<file path="src/rtl/l2_xbar_pkg.sv">
// Shared L2 crossbar definitions: default bus widths, derived byte-enable
// width and word-address offset, and the wen read/write encoding.
package l2_xbar_pkg;

  localparam int ADDR_WIDTH      = 32;
  localparam int ID_WIDTH        = 16;
  localparam int DATA_WIDTH      = 64;
  localparam int BANK_ADDR_WIDTH = 12;
  localparam int N_RR_BITS       = 3;

  // One byte enable per data byte; word address starts above the byte offset.
  localparam int BE_WIDTH = DATA_WIDTH / 8;
  localparam int ADDR_LSB = $clog2(BE_WIDTH);

  // Request wen encoding as seen on the fan-in tree (read is high).
  typedef enum logic {
    WEN_WRITE = 1'b0,
    WEN_READ  = 1'b1
  } wen_e;

endpackage

</file>
<file path="src/rtl/l2_bank_resp_adapter_if.sv">
// Bank-side bundle: request from the fan-in tree root, RR flags back to the
// tree, SRAM macro drive and the response towards the response crossbar.
// Signal suffixes are named from the adapter's point of view.
interface l2_bank_resp_adapter_if #(
  parameter int ADDR_WIDTH      = l2_xbar_pkg::ADDR_WIDTH,
  parameter int ID_WIDTH        = l2_xbar_pkg::ID_WIDTH,
  parameter int DATA_WIDTH      = l2_xbar_pkg::DATA_WIDTH,
  parameter int BE_WIDTH        = DATA_WIDTH / 8,
  parameter int BANK_ADDR_WIDTH = l2_xbar_pkg::BANK_ADDR_WIDTH,
  parameter int N_RR_BITS       = l2_xbar_pkg::N_RR_BITS
);

  // request side
  logic                       data_req_i;
  logic [ADDR_WIDTH-1:0]      data_add_i;
  logic                       data_wen_i;
  logic [DATA_WIDTH-1:0]      data_wdata_i;
  logic [BE_WIDTH-1:0]        data_be_i;
  logic [ID_WIDTH-1:0]        data_ID_i;
  logic                       data_gnt_o;
  logic [N_RR_BITS-1:0]       rr_flag_o;
  logic                       stall_i;
  // SRAM macro
  logic                       mem_cen_o;
  logic                       mem_wen_o;
  logic [BANK_ADDR_WIDTH-1:0] mem_addr_o;
  logic [DATA_WIDTH-1:0]      mem_wdata_o;
  logic [BE_WIDTH-1:0]        mem_be_o;
  logic [DATA_WIDTH-1:0]      mem_rdata_i;
  // response side
  logic                       data_r_valid_o;
  logic [ID_WIDTH-1:0]        data_r_ID_o;
  logic [DATA_WIDTH-1:0]      data_r_rdata_o;

  // Adapter side.
  modport slave (
    input  data_req_i, data_add_i, data_wen_i, data_wdata_i, data_be_i,
           data_ID_i, stall_i, mem_rdata_i,
    output data_gnt_o, rr_flag_o, mem_cen_o, mem_wen_o, mem_addr_o,
           mem_wdata_o, mem_be_o, data_r_valid_o, data_r_ID_o, data_r_rdata_o
  );

  // Tree root / SRAM / response crossbar side.
  modport master (
    output data_req_i, data_add_i, data_wen_i, data_wdata_i, data_be_i,
           data_ID_i, stall_i, mem_rdata_i,
    input  data_gnt_o, rr_flag_o, mem_cen_o, mem_wen_o, mem_addr_o,
           mem_wdata_o, mem_be_o, data_r_valid_o, data_r_ID_o, data_r_rdata_o
  );

endinterface

</file>
<file path="src/rtl/l2_rr_counter.sv">
// Round-robin priority counter for a fan-in tree root: advances by one on
// every enable and wraps naturally at 2^WIDTH.
module l2_rr_counter #(
  parameter int WIDTH = 3
) (
  input  logic             clk,
  input  logic             rst_n,
  input  logic             i_en,
  output logic [WIDTH-1:0] o_count
);

  logic [WIDTH-1:0] r_count;

  // Count enabled events; hold otherwise.
  always_ff @(posedge clk or negedge rst_n) begin
    if (!rst_n) begin
      r_count <= '0;
    end else if (i_en) begin
      r_count <= r_count + WIDTH'(1);
    end
  end

  assign o_count = r_count;

endmodule

</file>
<file path="src/rtl/l2_bank_resp_adapter.sv">
// L2 bank endpoint: accepts the winning request from the fan-in tree, drives
// a single-cycle SRAM macro and returns each response tagged with its ID.
// Define L2_BANK_RDATA_REG_EN to add a registered response stage
// (2-cycle response latency, full throughput).
module l2_bank_resp_adapter
  import l2_xbar_pkg::*;
#(
  parameter int ADDR_WIDTH      = l2_xbar_pkg::ADDR_WIDTH,
  parameter int ID_WIDTH        = l2_xbar_pkg::ID_WIDTH,
  parameter int DATA_WIDTH      = l2_xbar_pkg::DATA_WIDTH,
  parameter int BE_WIDTH        = DATA_WIDTH / 8,
  parameter int BANK_ADDR_WIDTH = l2_xbar_pkg::BANK_ADDR_WIDTH,
  parameter int N_RR_BITS       = l2_xbar_pkg::N_RR_BITS,
  parameter int ADDR_LSB        = $clog2(BE_WIDTH)
) (
  input logic                      clk,
  input logic                      rst_n,
  l2_bank_resp_adapter_if.slave    bus
);

  logic                  w_accept;
  logic [DATA_WIDTH-1:0] w_rdata;
  logic [N_RR_BITS-1:0]  w_rr;
  logic                  w_unused_addr;

  logic                  r_valid_q;
  logic [ID_WIDTH-1:0]   r_id_q;
  wen_e                  r_rd_q;

  // Grant depends on stall only, never on req, so the tree has no gnt/req loop.
  assign bus.data_gnt_o = ~bus.stall_i;
  assign w_accept       = bus.data_req_i & ~bus.stall_i;

  // SRAM drive straight from the request; bits outside the bank word index
  // were already consumed by bank selection upstream.
  assign bus.mem_cen_o   = ~w_accept;
  assign bus.mem_wen_o   = bus.data_wen_i | ~w_accept;
  assign bus.mem_addr_o  = bus.data_add_i[ADDR_LSB +: BANK_ADDR_WIDTH];
  assign bus.mem_wdata_o = bus.data_wdata_i;
  assign bus.mem_be_o    = bus.data_be_i;
  assign w_unused_addr   = ^{bus.data_add_i[ADDR_WIDTH-1:ADDR_LSB+BANK_ADDR_WIDTH],
                             bus.data_add_i[ADDR_LSB-1:0]};

  // Track the accepted transaction alongside the SRAM access cycle.
  always_ff @(posedge clk or negedge rst_n) begin
    if (!rst_n) begin
      r_valid_q <= 1'b0;
      r_id_q    <= '0;
      r_rd_q    <= WEN_WRITE;
    end else begin
      r_valid_q <= w_accept;
      if (w_accept) begin
        r_id_q <= bus.data_ID_i;
        r_rd_q <= wen_e'(bus.data_wen_i);
      end
    end
  end

  // Writes return zero data; reads pass the SRAM output through, per lane.
  for (genvar gi = 0; gi < BE_WIDTH; gi++) begin : g_lane
    assign w_rdata[gi*8 +: 8] = (r_rd_q == WEN_READ) ? bus.mem_rdata_i[gi*8 +: 8] : 8'h00;
  end

`ifdef L2_BANK_RDATA_REG_EN
  logic                  r_valid_q2;
  logic [ID_WIDTH-1:0]   r_id_q2;
  logic [DATA_WIDTH-1:0] r_rdata_q2;

  // Extra response stage to ease timing from the SRAM output into the crossbar.
  always_ff @(posedge clk or negedge rst_n) begin
    if (!rst_n) begin
      r_valid_q2 <= 1'b0;
      r_id_q2    <= '0;
      r_rdata_q2 <= '0;
    end else begin
      r_valid_q2 <= r_valid_q;
      r_id_q2    <= r_id_q;
      r_rdata_q2 <= w_rdata;
    end
  end

  assign bus.data_r_valid_o = r_valid_q2;
  assign bus.data_r_ID_o    = r_id_q2;
  assign bus.data_r_rdata_o = r_rdata_q2;
`else
  assign bus.data_r_valid_o = r_valid_q;
  assign bus.data_r_ID_o    = r_id_q;
  assign bus.data_r_rdata_o = w_rdata;
`endif

  // Priority rotates once per accepted request.
  l2_rr_counter #(
    .WIDTH (N_RR_BITS)
  ) u_rr_counter (
    .clk     (clk),
    .rst_n   (rst_n),
    .i_en    (w_accept),
    .o_count (w_rr)
  );

  assign bus.rr_flag_o = w_rr;

endmodule

</file>
<file path="src/flat_wrapper.sv">
// flat-port wrapper written by rule: the top's interface ports become plain ports
module l2_bank_resp_adapter_flat import l2_xbar_pkg::*;
#(
  parameter int ADDR_WIDTH      = l2_xbar_pkg::ADDR_WIDTH,
  parameter int ID_WIDTH        = l2_xbar_pkg::ID_WIDTH,
  parameter int DATA_WIDTH      = l2_xbar_pkg::DATA_WIDTH,
  parameter int BE_WIDTH        = DATA_WIDTH / 8,
  parameter int BANK_ADDR_WIDTH = l2_xbar_pkg::BANK_ADDR_WIDTH,
  parameter int N_RR_BITS       = l2_xbar_pkg::N_RR_BITS,
  parameter int ADDR_LSB        = $clog2(BE_WIDTH)
)
  (clk, rst_n, bus_data_req_i, bus_data_add_i, bus_data_wen_i, bus_data_wdata_i, bus_data_be_i, bus_data_ID_i, bus_stall_i, bus_mem_rdata_i, bus_data_gnt_o, bus_rr_flag_o, bus_mem_cen_o, bus_mem_wen_o, bus_mem_addr_o, bus_mem_wdata_o, bus_mem_be_o, bus_data_r_valid_o, bus_data_r_ID_o, bus_data_r_rdata_o);
  l2_bank_resp_adapter_if #(.ADDR_WIDTH(ADDR_WIDTH), .ID_WIDTH(ID_WIDTH), .DATA_WIDTH(DATA_WIDTH), .BE_WIDTH(BE_WIDTH), .BANK_ADDR_WIDTH(BANK_ADDR_WIDTH), .N_RR_BITS(N_RR_BITS)) bus_i ();
  input logic clk;
  input logic rst_n;
  input wire logic [$bits(bus_i.data_req_i)-1:0] bus_data_req_i;
  input wire logic [$bits(bus_i.data_add_i)-1:0] bus_data_add_i;
  input wire logic [$bits(bus_i.data_wen_i)-1:0] bus_data_wen_i;
  input wire logic [$bits(bus_i.data_wdata_i)-1:0] bus_data_wdata_i;
  input wire logic [$bits(bus_i.data_be_i)-1:0] bus_data_be_i;
  input wire logic [$bits(bus_i.data_ID_i)-1:0] bus_data_ID_i;
  input wire logic [$bits(bus_i.stall_i)-1:0] bus_stall_i;
  input wire logic [$bits(bus_i.mem_rdata_i)-1:0] bus_mem_rdata_i;
  output wire logic [$bits(bus_i.data_gnt_o)-1:0] bus_data_gnt_o;
  output wire logic [$bits(bus_i.rr_flag_o)-1:0] bus_rr_flag_o;
  output wire logic [$bits(bus_i.mem_cen_o)-1:0] bus_mem_cen_o;
  output wire logic [$bits(bus_i.mem_wen_o)-1:0] bus_mem_wen_o;
  output wire logic [$bits(bus_i.mem_addr_o)-1:0] bus_mem_addr_o;
  output wire logic [$bits(bus_i.mem_wdata_o)-1:0] bus_mem_wdata_o;
  output wire logic [$bits(bus_i.mem_be_o)-1:0] bus_mem_be_o;
  output wire logic [$bits(bus_i.data_r_valid_o)-1:0] bus_data_r_valid_o;
  output wire logic [$bits(bus_i.data_r_ID_o)-1:0] bus_data_r_ID_o;
  output wire logic [$bits(bus_i.data_r_rdata_o)-1:0] bus_data_r_rdata_o;
  assign bus_i.data_req_i = bus_data_req_i;
  assign bus_i.data_add_i = bus_data_add_i;
  assign bus_i.data_wen_i = bus_data_wen_i;
  assign bus_i.data_wdata_i = bus_data_wdata_i;
  assign bus_i.data_be_i = bus_data_be_i;
  assign bus_i.data_ID_i = bus_data_ID_i;
  assign bus_i.stall_i = bus_stall_i;
  assign bus_i.mem_rdata_i = bus_mem_rdata_i;
  assign bus_data_gnt_o = bus_i.data_gnt_o;
  assign bus_rr_flag_o = bus_i.rr_flag_o;
  assign bus_mem_cen_o = bus_i.mem_cen_o;
  assign bus_mem_wen_o = bus_i.mem_wen_o;
  assign bus_mem_addr_o = bus_i.mem_addr_o;
  assign bus_mem_wdata_o = bus_i.mem_wdata_o;
  assign bus_mem_be_o = bus_i.mem_be_o;
  assign bus_data_r_valid_o = bus_i.data_r_valid_o;
  assign bus_data_r_ID_o = bus_i.data_r_ID_o;
  assign bus_data_r_rdata_o = bus_i.data_r_rdata_o;
  l2_bank_resp_adapter #(.ADDR_WIDTH(ADDR_WIDTH), .ID_WIDTH(ID_WIDTH), .DATA_WIDTH(DATA_WIDTH), .BE_WIDTH(BE_WIDTH), .BANK_ADDR_WIDTH(BANK_ADDR_WIDTH), .N_RR_BITS(N_RR_BITS), .ADDR_LSB(ADDR_LSB)) u_core (.clk(clk), .rst_n(rst_n), .bus(bus_i));
endmodule
</file>
<file path="config.mk">
export PLATFORM = sky130hd
export DESIGN_NAME = l2_bank_resp_adapter_flat
export DESIGN_NICKNAME = d
export VERILOG_FILES = /design/src/rtl/l2_xbar_pkg.sv /design/src/rtl/l2_bank_resp_adapter_if.sv /design/src/rtl/l2_rr_counter.sv /design/src/rtl/l2_bank_resp_adapter.sv /design/src/flat_wrapper.sv
export SDC_FILE = /design/constraint.sdc
export NUM_CORES = 1
export LEC_CHECK = 0
export CAP_MARGIN = 20
export CORE_AREA = 3 3 137 139
export CTS_CLUSTER_SIZE = 24
export DETAILED_ROUTE_END_ITERATION = 16
export DIE_AREA = 0 0 140 142
export GPL_TIMING_DRIVEN = 1
export PLACE_DENSITY = 0.48
export REMOVE_ABC_BUFFERS = 1
export SETUP_SLACK_MARGIN = 0.02
export SLEW_MARGIN = 20
export SYNTH_ARGS = -nofsm -noshare
export SYNTH_HDL_FRONTEND = slang
export SYNTH_HIERARCHICAL = 1
export SYNTH_SLANG_ARGS = --single-unit
export TNS_END_PERCENT = 30
</file>
<file path="constraint.sdc">
create_clock -name clk -period 1.2 [get_ports clk]
set_input_delay 0.24 -clock clk [delete_from_list [all_inputs] [get_ports clk]]
set_output_delay 0.24 -clock clk [all_outputs]
set_load 0.1 [all_outputs]
</file>
==> out/metrics.yaml <==
drt_iter0_drc: 44
fillerInstances: 1867
worst_pin_slew_ps: 255
critPathMaxStageDelay_ps: 410
clkTransAtPathRegs_ps: 50
post-dp-hpwl_mm: 18.8
die-width_um: 140
ys_seq_area_share_pct: 27.1
cp_slowest_cell: "sky130_fd_sc_hd__dfrtp_2"
syn2layout_area_growth_pct: 125
nets: 487
startpoint_type: "register"
met3_length_mm: 5.45
status: "finished with violations"
setup-tns-final_ps: -18340
met2_length_mm: 11.3
avgSynthCellArea_um2: 9.50
r2r_cells: 2
globalRouteOverflowTotal: 0
final_period_minus_worst_setup_slack_ps: 1520
first_global_vias: 1830
synthDominantAreaCellType: "sky130_fd_sc_hd__buf_4"
cellLeakagePower_nw: 1.83
r2r_end: "u_core/u_rr_counter/o_count[1]$_DFFE_PN0P_"
p_total_mw: 6.99
synth.lib_cells_used.distinct: 14
ff_latch_area_um2: 527
synth.top_cell.area_share_pct: 32.5
violations_in_the_final_reports: "negative setup slack"
hold_violations: 0
root_buffer: "sky130_fd_sc_hd__clkbuf_16"
crit_path_frequent_cell: "sky130_fd_sc_hd__buf_12"
antenna_found_initial: 0
clock_tree.htree_level_count: 1
synth-edff-count: 0
via_count: 1784
clock_latency_ps: 250
sw_frac_of_total_pct: 52.5
pwr-share-comb_pct: 75.6
reg2reg_from: "u_core/u_rr_counter/o_count[0]$_DFFE_PN0P_"
rsz_0062_raised_after_global_routing: "true"
cp.required_ps: 960
drcViolationCount: 0
endpoint_kind: "output pin"
path_cells: "buf_12 > and2_1 > buf_12"
async_reset_ff_share_pct: 100
drt.antenna.violating_nets: 0
antenna_cells_inserted: 0
finalMaxSlewViolations: 0
die-area_um2: 19900
power_frac_clock_pct: 10.1
numPortBuffers: 171
postCtsHoldBufs: 0
slew_headroom_pct: 83.0
yosys_warnings: 6
yosys_register_bits: 21
cts.sink_count: 21
netSwitchingPower_mw: 3.67
grt_start_max_net_pins: 47
synthTopCellsByArea: "sky130_fd_sc_hd__buf_4 (33%), sky130_fd_sc_hd__dfrtp_1 (27%), sky130_fd_sc_hd__and2_1 (21%), sky130_fd_sc_hd__mux2_4 (14%), sky130_fd_sc_hd__buf_6 (1.2%)"
fp.coreArea_um2: 17800
post-route-worst-setup-slack_ps: -321
fin_skew_ps: 2.75
ys.flop_type: "sky130_fd_sc_hd__dfrtp_1"
wirelength_met1_mm: 3.06
synth_top_cells_by_count: "sky130_fd_sc_hd__buf_4 (84), sky130_fd_sc_hd__and2_1 (64), sky130_fd_sc_hd__dfrtp_1 (21), sky130_fd_sc_hd__mux2_4 (18), sky130_fd_sc_hd__clkbuf_1 (6)"
drt-pass1-iter-count: 4
holdCritPathClass: "primary input to async pin"
die_h_um: 142
setup-violations-final: 64
worst_ir_drop_vdd_mv: 0.784
detail_route.wl_per_cell_um: 37.8
gpl.final_weighted_congestion: 0.949
netlist_area_before_placement_um2: 1940
arrival_worst_endpoint_ps: 1280
p_int_mw: 3.32
postCtsSetupRepairBufs: 0
clock_tree.buffer_depth: 2
cts_buffer_count: 3
drive_gt1_share_pct: 44.9
power_per_unit_of_standard_cell_area_nw_per_um2: 1600
reg2reg_setup_slack_ps: 150
sequentialPowerShare_pct: 14.4
finalWirelength_mm: 19.8
leading_cell_type_by_number_of_instances_after_synthesis: "sky130_fd_sc_hd__buf_4"
grt_util_all_layers_pct: 18.7
fmax_mhz: 657
total_of_max_cap_violations: 0
synthesis.instances: 204
critical_path_peak_fanout: 46
tritoncts: "yes"
type_of_the_worst_setup_path: "register to output pin"
placement_rows: 49
effective_utilization_at_floorplan_pct: 10.9
mean_number_of_vias_per_cell: 3.40
share_of_the_cycle_needed_by_the_critical_path_after_routing_pct: 127
global_route_wire_length_before_repair_mm: 23.4
multi_input_area_um2: 754
top_layer_used: "met4"
io-pin-count: 360
==> stage by stage <==
step	cells	setup WS, ps	utilization [%]	hold WS, ps	instance area, µm²
6_report	525	-321	24.6	337	4370
2_1_floorplan	111	-783	-	-55.6	1260
5_1_grt	525	-383	24.6	337	4370
3_3_place_gp	521	-351	23.9	481	4250
4_1_cts	525	-336	24.5	339	4360
3_5_place_dp	521	-377	23.9	481	4250
==> registers in the layout, summed over array words and instances, names as in the netlist <==
| signal | count |
|---|---|
| u_core/bus.data_r_valid_o | 1 |
| u_core/bus.data_r_ID_o | 16 |
| u_core/u_rr_counter/o_count | 3 |
| u_core/r_rd_q | 1 |
==> worst max-delay path: cells and delay by family (launching register included) <==
family	cells	cell delay, ps
flops	1	410
simple gates	1	210
buf+inv	2	390
==> worst max path at each step <==
stage / from / end / slack [ps] / cells after the start
floorplan: u_core/r_rd_q$_DFFE_PN0P_ / bus_data_r_rdata_o[0] / -780 / 1
global placement: bus_data_req_i / u_core/bus.data_r_ID_o[11]$_DFFE_PN0P_ / -350 / 4
detailed placement: bus_data_req_i / u_core/bus.data_r_ID_o[13]$_DFFE_PN0P_ / -380 / 4
CTS: u_core/r_rd_q$_DFFE_PN0P_ / bus_data_r_rdata_o[31] / -340 / 3
global route: u_core/r_rd_q$_DFFE_PN0P_ / bus_data_r_rdata_o[23] / -380 / 3
finish: u_core/r_rd_q$_DFFE_PN0P_ / bus_data_r_rdata_o[23] / -320 / 3
==> metal layers <==
metal	up-vias	GRT usage, %
li1	721	-
met1	746	8.26
met2	311	38.0
met3	6	24.4
met4	0	1.27
met5	-	0
==> kinds of logic after synthesis <==
| family | share of synthesized area (%) |
|---|---|
| AND/OR/NAND/NOR | 21.9 |
| buffers and inverters | 35.5 |
| multiplexers | 13.9 |
| XOR/XNOR | 0.904 |
| flip-flops | 27.1 |
| adder cells (fa/ha/maj) | 0.645 |
==> layout make-up <==
class                      count  share of cell area (%)
sequential                    21                    12.1
inverter                       2                   0.172
tap                          229                    6.56
clock buffer                   4                    1.81
multi-input combinational     88                    17.3
timing repair buffer         181                    62.1
==> cells in the final DEF, fill, tap and decap left out, types with 2 or more instances in the layout <==
master / synthesis / final
sky130_fd_sc_hd__buf_4: 84 / 3
sky130_fd_sc_hd__clkbuf_16: 0 / 3
sky130_fd_sc_hd__mux2_4: 18 / 18
sky130_fd_sc_hd__dfrtp_1: 21 / 20
sky130_fd_sc_hd__clkbuf_2: 0 / 2
sky130_fd_sc_hd__and2_4: 0 / 9
sky130_fd_sc_hd__buf_6: 2 / 3
sky130_fd_sc_hd__and2_1: 64 / 55
sky130_fd_sc_hd__clkdlybuf4s50_1: 0 / 81
sky130_fd_sc_hd__buf_12: 0 / 91
==> power by group through the flow <==
stage	Combinational, mW	Sequential [mW]	Clock, mW
after global routing	5.40	1.02	0.767
final	5.28	1.01	0.703
after CTS	5.32	1.01	0.735
after floorplan	2.05	1.96	0
after detailed placement	5.26	1.00	0
after global placement	5.23	1.01	0
==> timing repair <==
| action | CTS | global route |
|---|---|---|
| pin swaps | 0 | 0 |
| endpoints found under the setup margin | 88 | 68 |
| gates resized for setup | 16 | 6 |
Note: power is estimated with default switching activity, not from simulation.
